--- src/rtl/imem_loader.sv ---
// Instruction memory loader: assembles big-endian words from a byte stream,
// writes them sequentially, and holds the pipeline in reset until the load settles.
//
// state  | meaning
// -------+--------------------------------------------------------------
// IDLE   | after reset; waits for start, pipeline held in reset
// LEN_HI | accepting high byte of the word count
// LEN_LO | accepting low byte of the word count; dispatch on N
// DATA   | accepting program bytes, one write per 4 bytes
// DRAIN  | last word written; settle counter runs before release
// DONE   | load complete, pipeline released; start reloads
// ERR    | header count exceeded DEPTH; start retries
module imem_loader #(
    parameter int DEPTH     = 1024,
    parameter int ADDR_W    = 10,
    parameter int POST_HOLD = 4
) (
    input  logic              clk,
    input  logic              reset,
    input  logic              start,
    input  logic              byte_valid,
    input  logic [7:0]        byte_data,
    output logic              byte_ready,
    output logic              imem_wr_en,
    output logic [ADDR_W-1:0] imem_wr_addr,
    output logic [31:0]       imem_wr_data,
    output logic              cpu_reset,
    output logic              done,
    output logic              error
);

    localparam int HOLD_W = (POST_HOLD > 1) ? $clog2(POST_HOLD) : 1;
    localparam logic [HOLD_W-1:0] HOLD_LOAD = HOLD_W'(POST_HOLD - 1);
    localparam logic [16:0] DEPTH_LIM = 17'(DEPTH);

    typedef enum logic [2:0] {
        S_IDLE,
        S_LEN_HI,
        S_LEN_LO,
        S_DATA,
        S_DRAIN,
        S_DONE,
        S_ERR
    } state_t;

    state_t state, state_next;

    logic [7:0]        len_hi;
    logic [15:0]       n_words;
    logic [ADDR_W-1:0] word_idx;
    logic [1:0]        byte_idx;
    logic [23:0]       asm_word;
    logic [HOLD_W-1:0] hold_cnt;

    logic        accept;
    logic [15:0] len_full;
    logic        last_word;

    assign accept    = byte_valid && byte_ready;
    assign len_full  = {len_hi, byte_data};
    assign last_word = (16'(word_idx) == (n_words - 16'd1));

    always_comb begin
        state_next = state;
        case (state)
            S_IDLE, S_DONE, S_ERR: begin
                if (start) state_next = S_LEN_HI;
            end
            S_LEN_HI: begin
                if (accept) state_next = S_LEN_LO;
            end
            S_LEN_LO: begin
                if (accept) begin
                    if (len_full == 16'd0)
                        state_next = S_DRAIN;
                    else if ({1'b0, len_full} > DEPTH_LIM)
                        state_next = S_ERR;
                    else
                        state_next = S_DATA;
                end
            end
            S_DATA: begin
                if (accept && (byte_idx == 2'd3) && last_word) state_next = S_DRAIN;
            end
            S_DRAIN: begin
                if (hold_cnt == '0) state_next = S_DONE;
            end
            default: state_next = S_IDLE;
        endcase
    end

    always_ff @(posedge clk) begin
        if (reset) begin
            state        <= S_IDLE;
            byte_ready   <= 1'b0;
            imem_wr_en   <= 1'b0;
            imem_wr_addr <= '0;
            imem_wr_data <= '0;
            cpu_reset    <= 1'b1;
            done         <= 1'b0;
            error        <= 1'b0;
            len_hi       <= '0;
            n_words      <= '0;
            word_idx     <= '0;
            byte_idx     <= '0;
            asm_word     <= '0;
            hold_cnt     <= '0;
        end else begin
            state      <= state_next;
            // Outputs follow the next state so they line up with the state register.
            byte_ready <= (state_next == S_LEN_HI) || (state_next == S_LEN_LO) ||
                          (state_next == S_DATA);
            cpu_reset  <= (state_next != S_DONE);
            done       <= (state_next == S_DONE);
            error      <= (state_next == S_ERR);
            imem_wr_en <= 1'b0;

            case (state)
                S_LEN_HI: begin
                    if (accept) len_hi <= byte_data;
                end
                S_LEN_LO: begin
                    if (accept) begin
                        n_words  <= len_full;
                        word_idx <= '0;
                        byte_idx <= '0;
                    end
                end
                S_DATA: begin
                    if (accept) begin
                        byte_idx <= byte_idx + 2'd1;
                        if (byte_idx == 2'd3) begin
                            imem_wr_en   <= 1'b1;
                            imem_wr_addr <= word_idx;
                            imem_wr_data <= {asm_word, byte_data};
                            // Stop at the final index so the address never wraps.
                            if (!last_word) word_idx <= word_idx + ADDR_W'(1);
                        end else begin
                            asm_word <= {asm_word[15:0], byte_data};
                        end
                    end
                end
                default: ;
            endcase

            if ((state_next == S_DRAIN) && (state != S_DRAIN))
                hold_cnt <= HOLD_LOAD;
            else if ((state == S_DRAIN) && (hold_cnt != '0))
                hold_cnt <= hold_cnt - HOLD_W'(1);
        end
    end

endmodule

--- config.mk ---
export PLATFORM = sky130hd
export DESIGN_NAME = imem_loader
export DESIGN_NICKNAME = d
export VERILOG_FILES = /design/src/rtl/imem_loader.sv
export SDC_FILE = /design/constraint.sdc
export NUM_CORES = 1
export LEC_CHECK = 0
export CORE_UTILIZATION = 45
export DETAILED_ROUTE_END_ITERATION = 6
export PLACE_DENSITY = 0.65
export SYNTH_ARGS = -nofsm -noshare
export SYNTH_HDL_FRONTEND = slang
export SYNTH_SLANG_ARGS = --single-unit
--- constraint.sdc ---
create_clock -name clk -period 3.25 [get_ports clk]
set_clock_uncertainty 0.05 [all_clocks]
set_input_delay 0.4875 -clock clk [delete_from_list [all_inputs] [get_ports clk]]
set_output_delay 0.4875 -clock clk [all_outputs]
set_load 0.02 [all_outputs]
== Word level (Yosys, flattened, before mapping) ==
Cells that the tools add are included.
Cells by class
  add/subtract/negate cells: 4
  magnitude comparators: 1
  equal/unequal tests: 20
  muxes and demuxes: 19
  bitwise gates (word level): 3
  reduce and logical (&&, ||, !) cells: 21
Operator list (number)
  $mux 10: 4
  $mux 3: 7
  $pmux 10 s2: 1
  $eq 3x3->1 const B: 6
  $eq 10x16->1: 1
  $gt 16x11->1 const B: 1
  $logic_not 16->1: 1
  $sub 16x1->16 const B: 1
  $pmux 3 s5: 1
  $eq 3x2->1 const B: 4
  $add 10x1->10 const B: 1
  $reduce_and 3->1: 3
  $mux 2: 4
  $ne 2x2->1 const B: 4
  $eq 3x1->1 const B: 2
  $ne 3x3->1 const B: 2
  $reduce_bool 2->1: 3
  $reduce_or 3->1: 2
  $logic_and 1x1->1: 5
  $reduce_and 5->1: 1
  $pmux 2 s2: 1
  $reduce_and 2->1: 2
  $logic_not 3->1: 1
  $not 1->1: 3
  other kinds (6): 7
Storage, ports and cells
  register bits: 112
  input bits: 12
  output and inout port bits: 47
  logic and storage cells: 82

== Logic depth before layout (Yosys ltp) ==
Gate-level depths: netlist of run 1.
  word-level depth: 8
  depth in mapped cells: 12
  gate-level depth less buffers: 9

== Least setup slack after synthesis of run 1 ==
Ideal clock, no wire load.
  path kind: reg-to-reg
  from: register n_words[0]
  to: register error
  setup time: 0.073 ns
  arrival time: 2.883 ns
  required time: 3.127 ns
  slack: 0.244 ns
  stages on the path, launching flop included: 12
  path through: dfxtp_1 buf_2 inv_1 ha_1 clkbuf_1 o21bai_1 a311oi_1 a21oi_1 or4_1 or4_4 a311oi_4 nor3b_2
On the way
  longest elaborated chain between the ends: 6
Ends and longest elaborated chain
  from (decl): RTL line 49  | logic [15:0] n_words;
  from (signal assigned): RTL line 124  | n_words <= len_full;
  $sub 16x1->16: RTL line 61  | assign last_word = (16'(word_idx) == (n_words - 16'd1));
  $eq 10x16->1: RTL line 61
  $logic_and 1x1->1: RTL line 83  | if (accept && (byte_idx == 2'd3) && last_word) state_next = S_DRAIN;
  $mux 3: RTL line 83
  $pmux 3 s5: RTL line 65  | case (state)
  $eq 3x3->1: RTL line 115  | error <= (state_next == S_ERR);
  to (signal assigned): RTL line 115
  to (decl): RTL line 29  | output logic error
No other way between the ends.
A chain may end at the register's enable or synchronous reset.

== Worst setup path in the final report of run 1 ==
Ends and elaborated chain as after synthesis.

==> results.txt, run 1 <==
- Classification of the worst setup path: flip-flop to flip-flop
- Wire segments on met2 add up to 5280 um in the final route.
- Slew headroom: 57.0%
- Endpoint type of the worst setup path: flip-flop
* Count of input and output buffers: 58
- Overflow left after global routing: 0
- In this run, post-CTS hold repair placed 0 buffers.
* Synthesis-stage register bit count: 112
- Area growth from synthesis to layout: 19.2%
- For the worst setup path, the data required time is ~3.5 ns.
- The Yosys step of the flow raised 0 warnings.
* Post-synthesis cell type with the largest combined area: sky130_fd_sc_hd__dfxtp_1
- After technology mapping, the gate count stands at 606.
- Routed metal-1 wirelength: 5670 um
* Final antenna-violating net count: 0
- Fin Hold WS: 0.408 ns
- Hold crit path type: flip-flop to flip-flop
* Final Max Tran Viols: 0
- Summed over all nets, the half-perimeter wirelength after detailed placement is roughly 8100 um.
* Number of hold violations in the final report: 0
- Horizontal extent of the die: approximately 100 um
- Sum of routed wire length over all layers: 11700 um
- No sink is reached through more buffers than the 2 on the longest clock path.
- Entering global routing, the biggest net connects 61 pins.
* CTS tree: yes
- Fraction of synthesized cell area taken by the top area cell type: between 40% and 50%
* Unrepaired setup endpoints after global routing: false
* Die extent in y: 105 um
- Outcome: finished clean
- Of all flip-flops after synthesis, the portion carrying an async set or reset was 0%.
- For the pin with the worst max-slew slack, the measured transition is approximately 0.64 ns.
- # nets final: 667
- Max IR drop VDD: about 240 uV
- After detailed routing, the number of remaining DRC violations is 0.
- Antenna violations before repair: 0
- Max-cap violations: 0
- Of the cells placed in the final design, the portion with a size suffix greater than 1 is 6.25%.
- After synthesis, the netlist uses 54 different library cells.
* Maximum fanout along the worst path: 7
- Dividing the detail-routed via count by the number of cells gives 5.42.
* Setup fix buffers added after clock tree synthesis: 0
- Among all flip-flop cells after synthesis, the most frequent one is sky130_fd_sc_hd__dfxtp_1.
- Number of CTS-inserted buffers: 9
- Fill cells in the final layout number 986.
- Total Power: 2.36 mW
- The first global-routing pass estimated 19400 um of wire.
- Summed over all failing endpoints, the final setup total negative slack is 0 ns.
* Final non-filler cell total: 792
- Dividing the synthesized area by the synthesized cell count gives 7.86 um2.
- After clock tree synthesis, the clock-pin slew on the worst setup and hold paths is 0.11 ns.
- The number of placed instances, taps included, is 776.
* Lkg Pwr: 1.91 nW
- The mapped netlist covers 4760 um2.
- Top library cells by usage in the layout, fill and taps aside: sky130_fd_sc_hd__nand2_1 (190), sky130_fd_sc_hd__dfxtp_1 (112), sky130_fd_sc_hd__a21oi_1 (96), sky130_fd_sc_hd__clkdlybuf4s50_1 (57), sky130_fd_sc_hd__nor2_1 (28)
- The root buffer cell chosen for the clock tree is sky130_fd_sc_hd__clkbuf_8.
* Number of cell rows: 37
- Max H-tree Level: 3
- The routed design uses about 550 um of met3 wire.
- Final Util: 55.2%
- The first detailed-routing pass ran for 5 iterations.
- The repair_antennas step left the layout with diodes totalling 0.
* CP Data Arrival Time: 3.26 ns
* Sequential area share after synthesis: 47.1%
- Boundary pin count: 59
- Once the floorplan was initialized, standard cells occupied 46.3% of the core.
- The first routing iteration left approximately 290 violations.
- Area contributors post-synth: sky130_fd_sc_hd__dfxtp_1 (47%), sky130_fd_sc_hd__nand2_1 (15%), sky130_fd_sc_hd__a21oi_1 (10%)
* Average wire length per cell after detail routing: 14.7 um
- Global routing used 22.1% of the available tracks across all layers.
- Commonest non-fill, non-tap cell in the layout: sky130_fd_sc_hd__nand2_1
* Power density over the cells: slightly above 400 nW/um2
* Number of enable-type register cells in the synthesized netlist: 0
* Nature of the critical path startpoint: flip-flop
- Final critical-path required period: 3.00 ns
* Number of nets produced by synthesis: 622
- The clock drives 112 sinks.
- Die Area: 11000 um2
- Uppermost layer routed: met4
- Source-to-sink clock delay at the later pin of the worst-skew pair: 0.38 ns
- The final critical path takes up 92.4% of the cycle.
* Number of global-route vias before repair: 3911
- The congestion estimate from routability-driven global placement came to 0.877.
- Core Region: 10300 um2
* Count of endpoints failing setup in the final report: 0
- Via total after detailed routing: 4291
- For this run, the top clock speed supported by timing is 0.333 GHz.
-- registers in the layout, indices dropped and copies added (netlist names) --
name,cells
error,1
n_words,16
done,1
asm_word,24
len_hi,8
state,3
cpu_reset,1
imem_wr_data,32
hold_cnt,2
byte_idx,2
byte_ready,1
word_idx,10
imem_wr_en,1
imem_wr_addr,10
-- per-layer routing --
layer	track usage, %	up-vias
met5	0	-
met4	6.44	0
met3	4.05	14
met2	35.1	110
met1	30.6	2011
li1	-	2156
-- critical path, cell delays in order, from the launching register on --
cell	delay, ns
sky130_fd_sc_hd__dfxtp_1	0.34
sky130_fd_sc_hd__inv_1	0.05
sky130_fd_sc_hd__ha_2	0.22
sky130_fd_sc_hd__or4b_1	0.48
sky130_fd_sc_hd__o22ai_1	0.13
sky130_fd_sc_hd__a21oi_1	0.09
sky130_fd_sc_hd__or4_1	0.43
sky130_fd_sc_hd__or4_4	0.54
sky130_fd_sc_hd__a311oi_4	0.38
sky130_fd_sc_hd__nor3b_2	0.21
-- synth_stat cells, drive strengths merged (8+ instances only) --
library cell,count
a21oi,96
clkbuf,35
dfxtp,112
inv,9
mux2i,14
nand2,190
nand3,10
nor2,29
nor4,9
or4,8
xnor2,10
-- power by group --
part	internal [mW]	switching, mW
registers	1.38	0.0144
logic	0.0407	0.0706
clock network	0.324	0.525
total	1.75	0.610
-- cells by family (layout without fill, tap and decap cells) --
kind of cell	Yosys count	count (layout)	share of synthesized area (%)
AOI/OAI and AO/OA	129	129	15.5
muxes	14	14	2.94
DFF	112	112	47.1
and+or+nand+nor	286	286	27.0
xor gates and xnor gates	13	13	2.39
adders and majority gates	4	4	1.05
buffers and inverters	48	98	3.99
-- path summary, 6_finish.rpt --
check / cells after the start / from / slack [ns] / end
max: 9 / n_words[0]$_SDFFE_PP0P_ / 0.25 / error$_SDFF_PP0_
min: 2 / asm_word[21]$_SDFFE_PP0P_ / 0.41 / imem_wr_data[29]$_SDFFE_PP0P_
max reg2reg: 9 / n_words[0]$_SDFFE_PP0P_ / 0.25 / error$_SDFF_PP0_
min reg2reg: 2 / asm_word[21]$_SDFFE_PP0P_ / 0.41 / imem_wr_data[29]$_SDFFE_PP0P_
-- cell type report --
type | count | area (um2) | area share, %
clock buffer | 10 | 138 | 2.42
clock inverter | 6 | 68.8 | 1.21
inverter | 9 | 33.8 | 0.595
multi-input combinational | 446 | 2330 | 41.1
sequential | 112 | 2240 | 39.5
tap | 136 | 170 | 3.00
timing repair buffer | 73 | 691 | 12.2
-- through the flow --
step / setup slack, ns / instance area, um2
after floorplan: 0.244 / 4760
after global placement: 0.245 / 5470
after detailed placement: 0.183 / 5470
after CTS: 0.142 / 5670
after global routing: 0.0626 / 5680
final: 0.246 / 5680
-- what timing repair did --
item                                   CTS  global route
setup endpoints to repair                0             1
gates resized for setup                  0             1
endpoints found under the hold margin    0             0
Power figures use the tool's default switching activity.
==> inputs of run 2 (changes only) <==
Settings changed: HOLD_SLACK_MARGIN set to 0.1.
==> results of run 2 <==
The final DEF is identical to that of run 1; final timing and power are the same.
==> edit (config.mk and constraints of run 1) <==
Register the output `error` once more, without a reset; this adds one clock of latency there. The other outputs are not delayed to match.
--- a/src/rtl/imem_loader.sv
+++ b/src/rtl/imem_loader.sv
@@ -42,6 +42,8 @@
         S_DONE,
         S_ERR
     } state_t;
+
+    logic error_s0;
 
     state_t state, state_next;
 
@@ -98,7 +100,7 @@
             imem_wr_data <= '0;
             cpu_reset    <= 1'b1;
             done         <= 1'b0;
-            error        <= 1'b0;
+            error_s0     <= 1'b0;
             len_hi       <= '0;
             n_words      <= '0;
             word_idx     <= '0;
@@ -112,7 +114,7 @@
                           (state_next == S_DATA);
             cpu_reset  <= (state_next != S_DONE);
             done       <= (state_next == S_DONE);
-            error      <= (state_next == S_ERR);
+            error_s0   <= (state_next == S_ERR);
             imem_wr_en <= 1'b0;
 
             case (state)
@@ -150,5 +152,9 @@
         end
     end
 
+    always_ff @(posedge clk) begin
+        error <= error_s0;
+    end
+
 endmodule
 
Function: changed (Yosys sat finds a counterexample within 4 cycles, from zero or initial values and one cycle with reset high).
==> edit against run 1 <==
Sequential share of layout area is 2.4 points lower; core utilization is 3.9 points higher; sequential cell count is 1 higher; largest cell class unchanged; synthesized area is 0.42% higher; combinational power hardly changed; largest power group is now clock; die area is 0.42% higher; setup slack worse by 0.060 ns; power is 46% higher; final area is 7.5% higher; routed wire length is 1.5% higher; non-clock buffer count stayed put.
==> edit: results (changes against run 1) <==
stage;metric;value;unit;change
outcome;status;finished, final reports clean;;
cells_and_area;NumNets Final;676;;+1.3%
cells_and_area;ratio of cells with drive above 1 in the final layout;0.0832;;+0.0207
global_routing;first-pass GRT wire length;19.7;mm;+1.7%
setup_path;crit path DAT;3.45;ns;+0.19 ns
clocking;H-tree depth;4;;+1
synthesis;post-synthesis sequential area ratio;0.473;;+0.00222
place;GP Congestion;0.865;;-1.3%
sta;Worst-Margin Slew;0.728;ns;+0.0835 ns
global_routing;vias in the first global route;4013;;+2.6%
setup_path;CP Max Fanout;10;;+3
routing;via count;4359;;+1.6%
clocking;Worst-Skew Late Latency;0.51;ns;+0.13 ns
setup_path;family with the most delay on the worst path;simple AND/OR/NAND/NOR gates;;
cells_and_area;number of fill cells;959;;-2.7%
power;maximum vdd drop;0.318;mV;+34%
routing;Vias/cell;5.39;;-0.55%
place;Placed Cells;777;;+0.13%
synthesis;mean area per synthesized cell;7.88;um^2;+0.26%
place;DP Area;5490;um^2;+0.37%
hold_path;HP Class;flip-flop to flip-flop;;
routing;Pre-Repair DR Iteration Count;4;;-1
power;Pleak;2.12;nW;+11%
synthesis;Mapped Nets;623;;+0.16%
place;hpwl dp;7.77;mm;-4.6%
global_routing;GRT Resource Usage Total;0.225;;+0.00383
synthesis;Post-synth top cells;nand2_1, dfxtp_1, a21oi_1;;
synthesis;post-synthesis xor/xnor area fraction;0.0238;;-0.000100
routing;WL final;11.8;mm;+1.5%
global_routing;largest net degree at the start of global routing;71;;+16%
clocking;CTS clock-pin slew for the worst setup and hold paths;0.06;ns;-0.05 ns
edit: cell types whose count changed in the layout (fill, tap and decap cells not counted), sizes merged:
cell	run 1	this run
clkbuf	10	19
bufinv	0	3
clkinv	2	5
inv	12	13
dfxtp	112	113
edit: power by group:
group          switching, W  internal (W)  total [W]
sequential        0.0000143       0.00139    0.00141
combinational     0.0000700     0.0000414   0.000111
clock              0.000689       0.00122    0.00191
edit: final cells by class:
class / count / area [um^2] / area share
Sequential cell: 113 / 2260 / 0.371
Clock inverter: 13 / 173 / 0.0283
Tap cell: 136 / 170 / 0.0279
Clock buffer: 19 / 442 / 0.0724
Timing Repair Buffer: 73 / 691 / 0.113
Multi-Input combinational cell: 446 / 2330 / 0.382
Inverter: 9 / 33.8 / 0.00554
edit: path summary, 6_finish.rpt:
path | from | to | slack [ns] | depth (start not counted)
max | n_words[0] | error_s0 | 0.19 | 10
min | error_s0 | error | 0.29 | 0
min reg2reg | error_s0 | error | 0.29 | 0
max reg2reg | n_words[0] | error_s0 | 0.19 | 10
edit: layer usage:
layer / vias to the layer above / share of wire / GRT usage
li1: 2184 / - / -
met1: 2071 / 0.49 / 0.303
met2: 97 / 0.47 / 0.359
met3: 7 / 0.038 / 0.0474
met4: 0 / 0.0062 / 0.0704
met5: - / 0 / 0
edit: stage by stage:
stage / total power (W) / hold WS [ns] / setup WS, ns
2_1_floorplan: 0.00150 / 0.260 / 0.244
6_report: 0.00343 / 0.293 / 0.186
3_5_place_dp: 0.00155 / 0.287 / 0.254
4_1_cts: 0.00346 / 0.303 / 0.201
3_3_place_gp: 0.00155 / 0.265 / 0.322
5_1_grt: 0.00353 / 0.306 / 0.0475
